## src/rtl/key_step_counter_if.sv

```systemverilog
// key_step_counter_if
//   Groups the pushbutton/switch inputs and the count/LED outputs of
//   key_step_counter. The master drives the raw keys, load level and switch
//   value. The slave (the counter) drives the count, the step pulse and the LEDs.
//   fr_KEY_UP, fr_KEY_DN : raw active-low pushbuttons (asynchronous)
//   fr_LOAD, fr_SW[3:0]  : synchronous load strobe and load value
//   to_COUNT[3:0]        : registered modulo-16 count
//   to_STEP              : one-cycle pulse on every key-caused count change
//   to_LEDR[9:0]         : {4'b0, down held, up held, count}
interface key_step_counter_if;
  logic       fr_KEY_UP;
  logic       fr_KEY_DN;
  logic       fr_LOAD;
  logic [3:0] fr_SW;
  logic [3:0] to_COUNT;
  logic       to_STEP;
  logic [9:0] to_LEDR;

  modport master (
    output fr_KEY_UP, fr_KEY_DN, fr_LOAD, fr_SW,
    input  to_COUNT, to_STEP, to_LEDR
  );

  modport slave (
    input  fr_KEY_UP, fr_KEY_DN, fr_LOAD, fr_SW,
    output to_COUNT, to_STEP, to_LEDR
  );
endinterface

```

## src/rtl/key_step_counter.sv

```systemverilog
// key_step_counter
//   Synchronises and debounces two raw active-low pushbuttons (up/down). It steps
//   a 4-bit modulo-16 count that feeds the binary-to-decimal display stage. The
//   count can also be loaded synchronously from the slide switches.
// Ports:
//   fr_CLK   : system clock
//   fr_RST_N : asynchronous active-low reset
//   bus      : key_step_counter_if.slave (keys, load, switches, count, step, LEDs)
// Parameters:
//   DEBOUNCE_CYCLES : stable synchronised cycles needed to accept a press/release
//   REPEAT_CYCLES   : auto-repeat interval while a key stays held
// Optional feature:
//   Defining KEY_AUTO_REPEAT_EN adds one extra event every REPEAT_CYCLES
//   cycles while a key stays debounced-held.
module key_step_counter #(
  parameter int DEBOUNCE_CYCLES = 500000,
  parameter int REPEAT_CYCLES   = 12500000
) (
  input  logic               fr_CLK,
  input  logic               fr_RST_N,
  key_step_counter_if.slave  bus
);

  localparam int CNT_W = 20;
  localparam logic [CNT_W-1:0] DB_LAST = CNT_W'(DEBOUNCE_CYCLES - 1);
  localparam logic [CNT_W-1:0] CNT_ONE = CNT_W'(1);

  if (DEBOUNCE_CYCLES < 2 || DEBOUNCE_CYCLES > (2**CNT_W) - 1 || REPEAT_CYCLES < 1)
  begin : g_bad_param
    $error("key_step_counter: parameter out of range");
  end

  typedef enum logic [1:0] {
    S_IDLE,
    S_PRESS_WAIT,
    S_HELD,
    S_REL_WAIT
  } state_t;

  // Index 0 = up key, index 1 = down key
  logic [1:0]       r_sync1;
  logic [1:0]       r_sync2;
  state_t           r_state [2];
  logic [CNT_W-1:0] r_cnt   [2];
  logic [1:0]       r_held;
  logic [3:0]       r_count;
  logic             r_step;

  logic [1:0]       w_p;
  logic [1:0]       w_evt;

`ifdef KEY_AUTO_REPEAT_EN
  localparam int RPT_W = (REPEAT_CYCLES > 1) ? $clog2(REPEAT_CYCLES) : 1;
  localparam logic [RPT_W-1:0] RPT_LAST = RPT_W'(REPEAT_CYCLES - 1);
  logic [RPT_W-1:0] r_rep [2];
`endif

  // Flops reset to 1 so a key held through reset looks released afterwards.
  always_ff @(posedge fr_CLK or negedge fr_RST_N) begin
    if (!fr_RST_N) begin
      r_sync1 <= '1;
      r_sync2 <= '1;
    end else begin
      r_sync1 <= {bus.fr_KEY_DN, bus.fr_KEY_UP};
      r_sync2 <= r_sync1;
    end
  end

  // Events are decoded from registered state, so the count changes on the same
  // edge as the FSM enters S_HELD. This gives a press-to-count latency of
  // exactly DEBOUNCE_CYCLES after the synchroniser output changes.
  always_comb begin
    w_p   = ~r_sync2;
    w_evt = '0;
    for (int unsigned k = 0; k < 2; k++) begin
      if (r_state[k] == S_PRESS_WAIT && w_p[k] && r_cnt[k] == DB_LAST)
        w_evt[k] = 1'b1;
`ifdef KEY_AUTO_REPEAT_EN
      if (r_state[k] == S_HELD && w_p[k] && r_rep[k] == RPT_LAST)
        w_evt[k] = 1'b1;
`endif
    end
  end

  always_ff @(posedge fr_CLK or negedge fr_RST_N) begin
    if (!fr_RST_N) begin
      for (int unsigned k = 0; k < 2; k++) begin
        r_state[k] <= S_IDLE;
        r_cnt[k]   <= '0;
`ifdef KEY_AUTO_REPEAT_EN
        r_rep[k]   <= '0;
`endif
      end
      r_held <= '0;
    end else begin
      for (int unsigned k = 0; k < 2; k++) begin
        case (r_state[k])
          S_IDLE: begin
            if (w_p[k]) begin
              r_cnt[k]   <= CNT_ONE;
              r_state[k] <= S_PRESS_WAIT;
            end
          end
          S_PRESS_WAIT: begin
            if (!w_p[k]) begin
              r_state[k] <= S_IDLE;
            end else if (r_cnt[k] == DB_LAST) begin
              r_state[k] <= S_HELD;
              r_held[k]  <= 1'b1;
`ifdef KEY_AUTO_REPEAT_EN
              r_rep[k]   <= '0;
`endif
            end else begin
              r_cnt[k] <= r_cnt[k] + 1'b1;
            end
          end
          S_HELD: begin
            if (!w_p[k]) begin
              r_cnt[k]   <= CNT_ONE;
              r_state[k] <= S_REL_WAIT;
`ifdef KEY_AUTO_REPEAT_EN
              r_rep[k]   <= '0;
`endif
            end
`ifdef KEY_AUTO_REPEAT_EN
            else if (r_rep[k] == RPT_LAST) begin
              r_rep[k] <= '0;
            end else begin
              r_rep[k] <= r_rep[k] + 1'b1;
            end
`endif
          end
          S_REL_WAIT: begin
            if (w_p[k]) begin
              r_state[k] <= S_HELD;
`ifdef KEY_AUTO_REPEAT_EN
              r_rep[k]   <= '0;
`endif
            end else if (r_cnt[k] == DB_LAST) begin
              r_state[k] <= S_IDLE;
              r_held[k]  <= 1'b0;
            end else begin
              r_cnt[k] <= r_cnt[k] + 1'b1;
            end
          end
          default: r_state[k] <= S_IDLE;
        endcase
      end
    end
  end

  // Load beats keys; opposing events cancel.
  always_ff @(posedge fr_CLK or negedge fr_RST_N) begin
    if (!fr_RST_N) begin
      r_count <= '0;
      r_step  <= 1'b0;
    end else begin
      r_step <= 1'b0;
      if (bus.fr_LOAD) begin
        r_count <= bus.fr_SW;
      end else if (w_evt == 2'b11) begin
        r_count <= r_count;
      end else if (w_evt[0]) begin
        r_count <= r_count + 4'd1;
        r_step  <= 1'b1;
      end else if (w_evt[1]) begin
        r_count <= r_count - 4'd1;
        r_step  <= 1'b1;
      end
    end
  end

  assign bus.to_COUNT = r_count;
  assign bus.to_STEP  = r_step;
  assign bus.to_LEDR  = {4'b0000, r_held[1], r_held[0], r_count};

endmodule

```

## src/flat_wrapper.sv

```systemverilog
// flat-port wrapper written by rule: the top's interface ports become plain ports
module key_step_counter_flat 
#(
  parameter int DEBOUNCE_CYCLES = 500000,
  parameter int REPEAT_CYCLES   = 12500000
)
  (fr_CLK, fr_RST_N, bus_fr_KEY_UP, bus_fr_KEY_DN, bus_fr_LOAD, bus_fr_SW, bus_to_COUNT, bus_to_STEP, bus_to_LEDR);
  key_step_counter_if bus_i ();
  input  logic fr_CLK;
  input  logic fr_RST_N;
  input wire logic [$bits(bus_i.fr_KEY_UP)-1:0] bus_fr_KEY_UP;
  input wire logic [$bits(bus_i.fr_KEY_DN)-1:0] bus_fr_KEY_DN;
  input wire logic [$bits(bus_i.fr_LOAD)-1:0] bus_fr_LOAD;
  input wire logic [$bits(bus_i.fr_SW)-1:0] bus_fr_SW;
  output wire logic [$bits(bus_i.to_COUNT)-1:0] bus_to_COUNT;
  output wire logic [$bits(bus_i.to_STEP)-1:0] bus_to_STEP;
  output wire logic [$bits(bus_i.to_LEDR)-1:0] bus_to_LEDR;
  assign bus_i.fr_KEY_UP = bus_fr_KEY_UP;
  assign bus_i.fr_KEY_DN = bus_fr_KEY_DN;
  assign bus_i.fr_LOAD = bus_fr_LOAD;
  assign bus_i.fr_SW = bus_fr_SW;
  assign bus_to_COUNT = bus_i.to_COUNT;
  assign bus_to_STEP = bus_i.to_STEP;
  assign bus_to_LEDR = bus_i.to_LEDR;
  key_step_counter #(.DEBOUNCE_CYCLES(DEBOUNCE_CYCLES), .REPEAT_CYCLES(REPEAT_CYCLES)) u_core (.fr_CLK(fr_CLK), .fr_RST_N(fr_RST_N), .bus(bus_i));
endmodule
```

## config.mk

```make
export PLATFORM = sky130hd
export DESIGN_NAME = key_step_counter_flat
export DESIGN_NICKNAME = d
export VERILOG_FILES = /design/src/rtl/key_step_counter_if.sv /design/src/rtl/key_step_counter.sv /design/src/flat_wrapper.sv
export SDC_FILE = /design/constraint.sdc
export NUM_CORES = 1
export LEC_CHECK = 0
export CORE_UTILIZATION = 60
export DETAILED_ROUTE_END_ITERATION = 7
export GPL_TIMING_DRIVEN = 0
export HOLD_SLACK_MARGIN = 0.03
export PLACE_DENSITY = 0.88
export SLEW_MARGIN = 20
export SYNTH_ARGS = -nofsm -noshare
export SYNTH_HDL_FRONTEND = slang
export SYNTH_SLANG_ARGS = --single-unit
```

## constraint.sdc

```tcl
create_clock -name fr_CLK -period 7.6 [get_ports fr_CLK]
set_clock_uncertainty 0.15 [all_clocks]
set_input_delay 1.52 -clock fr_CLK [delete_from_list [all_inputs] [get_ports fr_CLK]]
set_output_delay 1.52 -clock fr_CLK [all_outputs]
set_load 0.05 [all_outputs]
```

Word-level counts from Yosys, hierarchy flattened
Index checks and enable logic that the tools add are counted.
- $add $sub $neg: 4
- equal/unequal tests: 26
- muxes and demuxes: 46
- bitwise gates (word level): 1
- reductions and logical operators: 16
- operators by type and width (operator ; number):
    two-way mux 20 bit ; 10
    case mux 20 bit (4 select lines) ; 2
    adder 20 x 1 -> 20 bit (second input constant) ; 2
    equality test 20 x 19 -> 1 bit (second input constant) ; 2
    two-way mux 2 bit ; 12
    two-way mux 4 bit ; 4
    case mux 2 bit (4 select lines) ; 2
    AND reduction 4 bit ; 4
    two-way mux 1 bit ; 14
    != test 2 bit (second input constant) ; 7
    != test 2 x 1 -> 1 bit (second input constant) ; 6
    equality test 2 bit (second input constant) ; 5
    AND reduction 5 bit ; 2
    != test 3 x 1 -> 1 bit (second input constant) ; 2
    != test 3 bit (second input constant) ; 2
    adder 4 x 1 -> 4 bit (second input constant) ; 1
    equality test 2 x 1 -> 1 bit (second input constant) ; 2
    logical AND 1 bit ; 4
    zero test 2 bit ; 2
    case mux 1 bit (2 select lines) ; 2
    nonzero test 2 bit ; 2
    subtractor 4 x 1 -> 4 bit (second input constant) ; 1
    nonzero test 3 bit ; 1
    inverter 2 bit ; 1
    AND reduction 2 bit ; 1
- register bits: 55
- input port bits: 9
- output and inout bits: 15
- logic and storage cells: 103

Longest topological paths before layout
Gate-level depths: netlist (run 1).
- depth after elaboration: 8
- gate-level depth with buffers: 10
- mapped depth without buffers: 10

Least setup slack after synthesis (run 1)
No wires, ideal clock.
- path kind: flip-flop to flip-flop
- from: register u_core.r_cnt[34] (netlist name)
- to: register u_core.r_count[3] (netlist: u_core.bus.to_COUNT[3])
- library setup time: 0.127 ns
- data arrival time: 2.378 ns
- data required time: 7.323 ns
- setup slack: 4.945 ns
- stages on the path, launching flop included: 11
- path buffers: 1
- period minus slack after synthesis: 2.655 ns
- cell sequence: dfrtp_1 -> nor4b_2 -> nand3_1 -> buf_2 -> or2_2 -> ha_1 -> a21o_1 -> a21oi_1 -> or3_1 -> a211oi_1 -> nor3b_1
- cells in the longest elaborated chain, start to end: 6
- elaborated cells on any way between the ends: 10
- classes of those cells: 3 x eq/ne; 4 x mux; 3 x reduce/logical
- RTL lines (item ; line ; RTL):
    start, declared ; key_step_counter.sv:44 ; logic [CNT_W-1:0] r_cnt [2];
    start signal, assigned by index ; key_step_counter.sv:114 ; r_cnt[k] <= r_cnt[k] + 1'b1;
    start signal, assigned by index ; key_step_counter.sv:143 ; r_cnt[k] <= r_cnt[k] + 1'b1;
    equality test 20 x 19 -> 1 bit (*) ; key_step_counter.sv:76 ; if (r_state[k] == S_PRESS_WAIT && w_p[k] && r_cnt[k] == DB_LAST)
    logical AND 1 bit (*) ; key_step_counter.sv:76 ;
    two-way mux 1 bit (*) ; key_step_counter.sv:76 ;
    equality test 2 bit / two-way mux 4 bit (equally long branches) ; key_step_counter.sv:161, key_step_counter.sv:163 ;
    != test 2 bit (no source line) / two-way mux 4 bit (equally long branches) ; -- ;
    AND reduction 2 bit (no source line) / two-way mux 4 bit (equally long branches) ; -- ;
    end signal, assigned ; key_step_counter.sv:160 ; r_count <= bus.fr_SW;
    end signal, assigned ; key_step_counter.sv:162 ; r_count <= r_count;
    end signal, assigned ; key_step_counter.sv:164 ; r_count <= r_count + 4'd1;
    end, declared ; key_step_counter.sv:46 ; logic [3:0] r_count;
Every way passes the cells marked *; elsewhere a longest branch is shown, timed or not. The select of a mux whose other input is x is not followed.
A chain may end at the register's enable or synchronous reset.

Worst setup path after layout (run 1)
- from: register u_core.r_count[0] (netlist: u_core.bus.to_COUNT[0])
- to: output port bus_to_LEDR[0]
- RTL lines (item ; line ; RTL):
    end, declared ; flat_wrapper.sv:17 ; output wire logic [$bits(bus_i.to_LEDR)-1:0] bus_to_LEDR;
No word-level cell between the ends.

==> impl_metrics.csv, run 1 <==
group,metric,value,unit
power,p_leak,1.47,nW
setup_path,worst-setup-path-type,"reg2out",
floorplan,core_area,0.00482,mm^2
timing,holdWs,0.211,ns
grt,grt_pass1_wl,10.7,mm
synthesis,synth_fa_ha_area_share,2.70,%
clock_tree,cts_root_buf,"clkbuf_8",
timing,worst_pin_slew,0.692,ns
routing,via_per_inst,6.18,
routing,vias,2566,
synthesis,ys_warn_count,0,
cells_and_area,fin_cells,415,
clock_tree,hold_buffers,0,
cells_and_area,n_antenna_cell,0,
grt,grt_pass1_vias,2348,
power,fin_total_pwr,620,uW
synthesis,synth_top_area_share,41.8,%
synthesis,ys_seq_area_share,45.2,%
clock_tree,cts.sinks,55,
synthesis,yosys.cell_types.count,60,
floorplan,fp.dieW,73.3,um
clock_tree,path_clk_slew,0.09,ns
clock_tree,cts_tree,"built",
timing,rsz0062_at_grt,"false",
clock_tree,cts_made_buffers,5,
routing,ant_nets,0,
setup_path,path_buf_inv,2,
synthesis,synth_top_area_cell,"dfrtp_1",
placement,dp.cells,407,
clock_tree,cts_max_path_buffers,2,
grt,overflow,0,
timing,finalCritPeriodShare,44.4,%
synthesis,syn-instance-count,318,
synthesis,synth_edf_count,0,
placement,hpwl,4.33,mm
synthesis,synth.area.top_cells,"dfrtp_1, xor2_1, nor2_1, dfstp_2, nand3_1",
floorplan,start_util,63.4,%
grt,grt.busiest_layer,"met2",
timing,hold_viol,0,
timing,final.setup.tns,0,ns
synthesis,synth-compound-area-share,13.7,%
placement,port_buffers,19,
setup_path,critPathArrivalTime,1.71,ns
floorplan,num_rows,25,
synthesis,synthArstFlopShare,100,%
synthesis,synth_area,0.00305,mm^2
synthesis,syn_area_per_cell,9.60,um^2
hold_path,min-delay-path-class,"reg2reg",
synthesis,yosys.area_share.simple,25.2,%
setup_path,path_cells,"buf_4 > clkdlybuf4s50_1",
setup_path,worstSetupStartpointType,"register",
timing,final-setup-viol-count,0,
grt,gr-usage-met2,43.6,%
floorplan,design.die.area,0.00538,mm^2
synthesis,synth_xor_xnor_area_share,6.84,%
timing,fmax,296,MHz
clock_tree,clk_latency,0.31,ns
synthesis,synth.mux.area_fraction,1.02,%
power,p_per_area,179,mW/mm^2
grt,antenna_found_initial,0,
routing,drc,0,
setup_path,required,5.93,ns
status,run_status,"completed",
routing,drt_pass1_iterations,5,
grt,gr-usage-met1,35.0,%
grt,grt.total_usage,26.1,%
grt,grt_max_degree,56,
setup_path,crit_family,"buffers and inverters",
floorplan,die_h,73.3,um
placement,place.gp.congestion,0.875,
setup_path,critPathMaxFanout,6,
clock_tree,postCtsSetupBuffers,0,
floorplan,pin_count,24,
run,max_cap_violations,0,
routing,wl_per_cell,15.5,um
cells_and_area,final_nets,362,
synthesis,synth-seq-cells,55,
cells_and_area,final_util,72.0,%
setup_path,cpPeakStageDelay,0.79,ns
timing,fin_crit,3.38,ns
synthesis,synth_top_family_by_area,"simple AND/OR/NAND/NOR gates",
setup_path,worstSetupEndpointType,"output port",
timing,relSlewSlack,53.5,%
cells_and_area,area_delta_synth_final,13.6,%
power,irDropWorstVdd,0.104,mV
cells_and_area,drive_above_1_share,10.9,%
clock_tree,ctsResizeCount,0,
synthesis,synthFlopType,"dfrtp_1",
grt,grtUsageMet3,3.43,%
timing,slew_viol_final,0,
routing,wirelength,6.45,mm
routing,drtIter0Drc,249,
setup_path,cpMaxStageDelayCell,"clkdlybuf4s50_1",
clock_tree,htreeDepth,2,
## Yosys cell counts, types with 6 or more instances
| cell | instances |
|---|---|
| dfrtp_1 | 51 |
| nor2_1 | 29 |
| nand2_1 | 24 |
| nand3_1 | 19 |
| a21oi_1 | 18 |
| xor2_1 | 15 |
| inv_1 | 14 |
| o21ai_0 | 13 |
| nand4_1 | 9 |
| buf_4 | 8 |
| or3_1 | 8 |
| or4_1 | 8 |
| xnor2_1 | 7 |
| and3_1 | 6 |
| o31ai_1 | 6 |
## kinds of logic (layout without fill, tap and decap cells)
| logic type | Yosys count | after routing |
|---|---|---|
| AOI/OAI and AO/OA | 63 | 63 |
| xor gates and xnor gates | 23 | 23 |
| adders and majority gates | 6 | 6 |
| buffers and inverters | 31 | 58 |
| DFF | 55 | 55 |
| muxes | 3 | 3 |
| other | 1 | 4 |
| and+or+nand+nor | 136 | 136 |
## routing by layer
metal	up-vias	wire [um]
met3	20	356
met1	1231	2920
met4	0	125
li1	1204	-
met2	111	3050
met5	-	0
## sequential cells by signal, indices dropped and copies added, names as in the netlist, named ones only
signal / count
u_core.r_sync1: 2
u_core.r_sync2: 2
u_core.r_held: 2
u_core.r_state: 2
u_core.bus.to_STEP: 1
u_core.r_cnt: 40
u_core.bus.to_COUNT: 4
## worst register-to-register path: cells and delay by family, from the launching register on
kind	cells	cell delay, ns
compound gates	3	0.40
buf+inv	1	0.25
simple gates	5	1.32
flops	1	0.47
fa+ha+maj	1	0.28
## cell type report
| type | count | area (um^2) |
|---|---|---|
| Multi-Input combinational cell | 235 | 1530 |
| Tap cell | 67 | 83.8 |
| Fill cell | 365 | 1350 |
| Clock inverter | 2 | 60.1 |
| Clock buffer | 6 | 72.6 |
| Inverter | 14 | 52.6 |
| Buffer | 17 | 104 |
| Sequential cell | 55 | 1380 |
| Timing Repair Buffer | 19 | 188 |
## power breakdown
| group | switching [mW] | leakage, nW | internal (mW) |
|---|---|---|---|
| logic | 0.0493 | 0.668 | 0.0294 |
| registers | 0.0122 | 0.732 | 0.303 |
| clock network | 0.0938 | 0.0654 | 0.132 |
## cells in the final DEF (no fill, tap or decap), types with 5 or more instances in the layout
cell type	netlist	final
dfrtp_1	51	51
nor2_1	29	29
nand2_1	24	24
nand3_1	19	19
a21oi_1	18	18
clkdlybuf4s50_1	0	18
xor2_1	15	15
inv_1	14	14
o21ai_0	13	13
nand4_1	9	9
buf_4	8	9
or4_1	8	8
or3_1	8	8
xnor2_1	7	7
and3_1	6	6
clkbuf_1	5	6
o31ai_1	6	6
ha_1	5	5
clkbuf_8	0	5
## per-stage QoR
step	area (um^2)	setup slack [ns]
final	3470	4.22
after CTS	3470	4.22
after global placement	3340	3.23
after global routing	3470	4.15
after detailed placement	3340	4.35
after floorplan	3060	4.94
## final timing paths
path	from	endpoint	slack [ns]	cells after the start
setup / recovery	u_core.bus.to_COUNT[0]$_DFFE_PN0P_	bus_to_LEDR[0]	4.22	2
hold / removal	u_core.r_sync1[1]$_DFF_PN1_	u_core.r_sync2[1]$_DFF_PN1_	0.21	0
setup reg to reg	u_core.r_cnt[34]$_DFFE_PN0P_	u_core.bus.to_COUNT[3]$_DFFE_PN0P_	4.62	10
hold reg to reg	u_core.r_sync1[1]$_DFF_PN1_	u_core.r_sync2[1]$_DFF_PN1_	0.21	0
max in group asynchronous	fr_RST_N	u_core.r_cnt[32]$_DFFE_PN0P_	5.77	1
min in group asynchronous	fr_RST_N	u_core.bus.to_COUNT[0]$_DFFE_PN0P_	1.08	1
Note: power is estimated with default switching activity, not from simulation.
==> run 2: changes to the inputs <==
--- a/config.mk
+++ b/config.mk
@@ -5,11 +5,11 @@
 export SDC_FILE = /design/constraint.sdc
 export NUM_CORES = 1
 export LEC_CHECK = 0
-export CORE_UTILIZATION = 60
+export CORE_UTILIZATION = 53
 export DETAILED_ROUTE_END_ITERATION = 7
 export GPL_TIMING_DRIVEN = 0
 export HOLD_SLACK_MARGIN = 0.03
-export PLACE_DENSITY = 0.88
+export PLACE_DENSITY = 0.82
 export SLEW_MARGIN = 20
 export SYNTH_ARGS = -nofsm -noshare
 export SYNTH_HDL_FRONTEND = slang
==> constraint.sdc (replaced) <==
create_clock -name fr_CLK -period 2.9 [get_ports fr_CLK]
set_clock_uncertainty 0.15 [all_clocks]
set_input_delay 0.58 -clock fr_CLK [delete_from_list [all_inputs] [get_ports fr_CLK]]
set_output_delay 0.58 -clock fr_CLK [all_outputs]
set_load 0.05 [all_outputs]
==> run 2 against run 1 <==
Against the previous run: die area increased by 13%; non-clock buffer count rose by 6; worst setup slack got worse by 4.1 ns; critical path depth grew 8; via count is 1.3% lower; final cell count is 2.7% higher; hold slack got worse by 0.063 ns; combinational power grew to 2.6 times the previous value.
==> impl_metrics.csv, run 2 (synthesized netlist as in run 1, its figures left out) <==
group,metric,value,unit
setup_path,path_cells,"nor4b_4 > nand3_2 > buf_6 > or2_2 > ha_1 > a21o_1 > a21oi_1 > or3_1 > a211oi_2 > nor3b_1",
power,p_leak,1.49,nW
timing,fin_ws,0.140,ns
timing,slew_viol_final,0,
grt,antenna_found_initial,0,
floorplan,die_h,77.9,um
routing,drtIter0Drc,127,
placement,hpwl,4.21,mm
floorplan,fp.dieW,77.9,um
clock_tree,clk_latency,0.31,ns
setup_path,critPathArrivalTime,2.81,ns
floorplan,num_rows,27,
setup_path,critPathMaxFanout,10,
power,irDropWorstVdd,0.249,mV
routing,wirelength,6.33,mm
power,p_per_area,425,mW/mm^2
setup_path,cpPeakStageDelay,0.43,ns
cells_and_area,largest_reg_flops,40,
power,clkPwrFrac,31.1,%
grt,grt_pass1_wl,10.8,mm
routing,drc,0,
status,run_status,"completed",
setup_path,worstSetupEndpointType,"register",
hold_path,min-delay-path-class,"in2async",
power,switching_share,27.1,%
timing,hold_viol,0,
cells_and_area,n_antenna_cell,0,
timing,fin_crit,2.76,ns
run,max_cap_violations,0,
timing,worst_pin_slew,0.701,ns
routing,vias,2533,
clock_tree,cts.sinks,55,
cells_and_area,final_util,63.7,%
placement,port_buffers,19,
setup_path,path_buf_inv,1,
placement,dp_slack,-0.0222,ns
setup_path,worstSetupStartpointType,"register",
cells_and_area,final_nets,368,
grt,overflow,0,
routing,via_per_inst,5.95,
clock_tree,cts_made_buffers,5,
timing,final-setup-viol-count,0,
setup_path,r2r_cells,10,
timing,final.setup.tns,0,ns
floorplan,design.die.area,0.00607,mm^2
setup_path,cpMaxStageDelayCell,"dfrtp_1",
cells_and_area,top_register,"u_core.r_cnt",
cells_and_area,drive_above_1_share,13.6,%
grt,grt.total_usage,22.5,%
grt,grt_max_degree,56,
power,p_switching,406,uW
routing,drt_pass1_iterations,5,
timing,finalCritPeriodShare,95.2,%
placement,place.gp.congestion,0.862,
setup_path,required,2.95,ns
routing,wl_per_cell,14.9,um
cells_and_area,layout_common_cells,"dfrtp_1, nor2_1, nand2_1",
cells_and_area,area_delta_synth_final,15.5,%
clock_tree,cts_root_buf,"clkbuf_8",
setup_path,path_depth,10,
floorplan,start_util,55.1,%
floorplan,pin_count,24,
clock_tree,path_clk_slew,0.10,ns
setup_path,startpoint,"u_core.r_cnt[39]$_DFFE_PN0P_",
power,power_frac_comb,13.6,%
grt,grt_pass1_vias,2387,
cells_and_area,final_common_cell,"dfrtp_1",
clock_tree,cts_tree,"built",
clock_tree,cts_max_path_buffers,2,
timing,relSlewSlack,52.9,%
clock_tree,htreeDepth,2,
floorplan,core_area,0.00554,mm^2
setup_path,worst-setup-path-type,"reg2reg",
power,intPower,1.09,mW
timing,rsz0062_at_grt,"false",
power,seq_power_share,55.3,%
setup_path,crit_family,"simple AND/OR/NAND/NOR gates",
timing,fmax,362,MHz
routing,ant_nets,0,
setup_path,r2r-start,"u_core.r_cnt[39]$_DFFE_PN0P_",
power,fin_total_pwr,1.50,mW
-- run 2: cell types whose count changed in the layout (fill, tap and decap cells not counted), sizes merged --
cell / change
clkbuf: +2
bufinv: -2
buf: +6
-- run 2: area by class of cell --
cell class | count | area, um^2
repair buffers | 25 | 233
flip-flops and latches | 55 | 1380
fillers | 462 | 2010
multi-input cells | 235 | 1560
inverters | 14 | 52.6
plain buffers | 17 | 110
well taps | 72 | 90.1
clock buffers | 8 | 100
-- run 2: repair_timing --
item,4_1_cts,5_1_grt
pin swaps,0,4
buffers inserted,0,6
gates resized for setup,1,8
setup endpoints to repair,1,3
hold buffers,0,0
-- run 2: worst paths after layout --
| kind | endpoint | slack (ns) |
|---|---|---|
| min in group fr_CLK | u_core.r_sync2[1]$_DFF_PN1_ | 0.21 |
| worst max-delay path | u_core.bus.to_COUNT[3]$_DFFE_PN0P_ | 0.14 |
| worst max register to register | u_core.bus.to_COUNT[3]$_DFFE_PN0P_ | 0.14 |
| max in group asynchronous | u_core.r_cnt[34]$_DFFE_PN0P_ | 1.93 |
| worst min register to register | u_core.r_sync2[1]$_DFF_PN1_ | 0.21 |
| worst min-delay path | u_core.bus.to_COUNT[0]$_DFFE_PN0P_ | 0.15 |
-- run 2: through the flow --
step	cell area (um^2)	cells	hold slack, ns
floorplan	3060	321	0.134
global placement	3340	412	0.196
detailed placement	3340	412	0.199
CTS	3450	420	0.187
global route	3530	426	0.216
finish	3530	426	0.149
-- run 2: routing by layer --
| metal | global-route usage [%] | vias up | share of wire [%] |
|---|---|---|---|
| met5 | 0 | - | 0 |
| met4 | 10.0 | 0 | 2.5 |
| met3 | 4.12 | 18 | 4.6 |
| met2 | 35.8 | 80 | 47 |
| met1 | 29.9 | 1219 | 45 |
| li1 | - | 1216 | - |
-- run 2: power groups by stage --
stage	clock, mW	combinational (mW)	sequential, mW
after floorplan	0	0.117	0.854
after global placement	0	0.198	0.839
after detailed placement	0	0.204	0.841
after CTS	0.474	0.205	0.827
after global routing	0.499	0.223	0.832
final	0.466	0.204	0.828
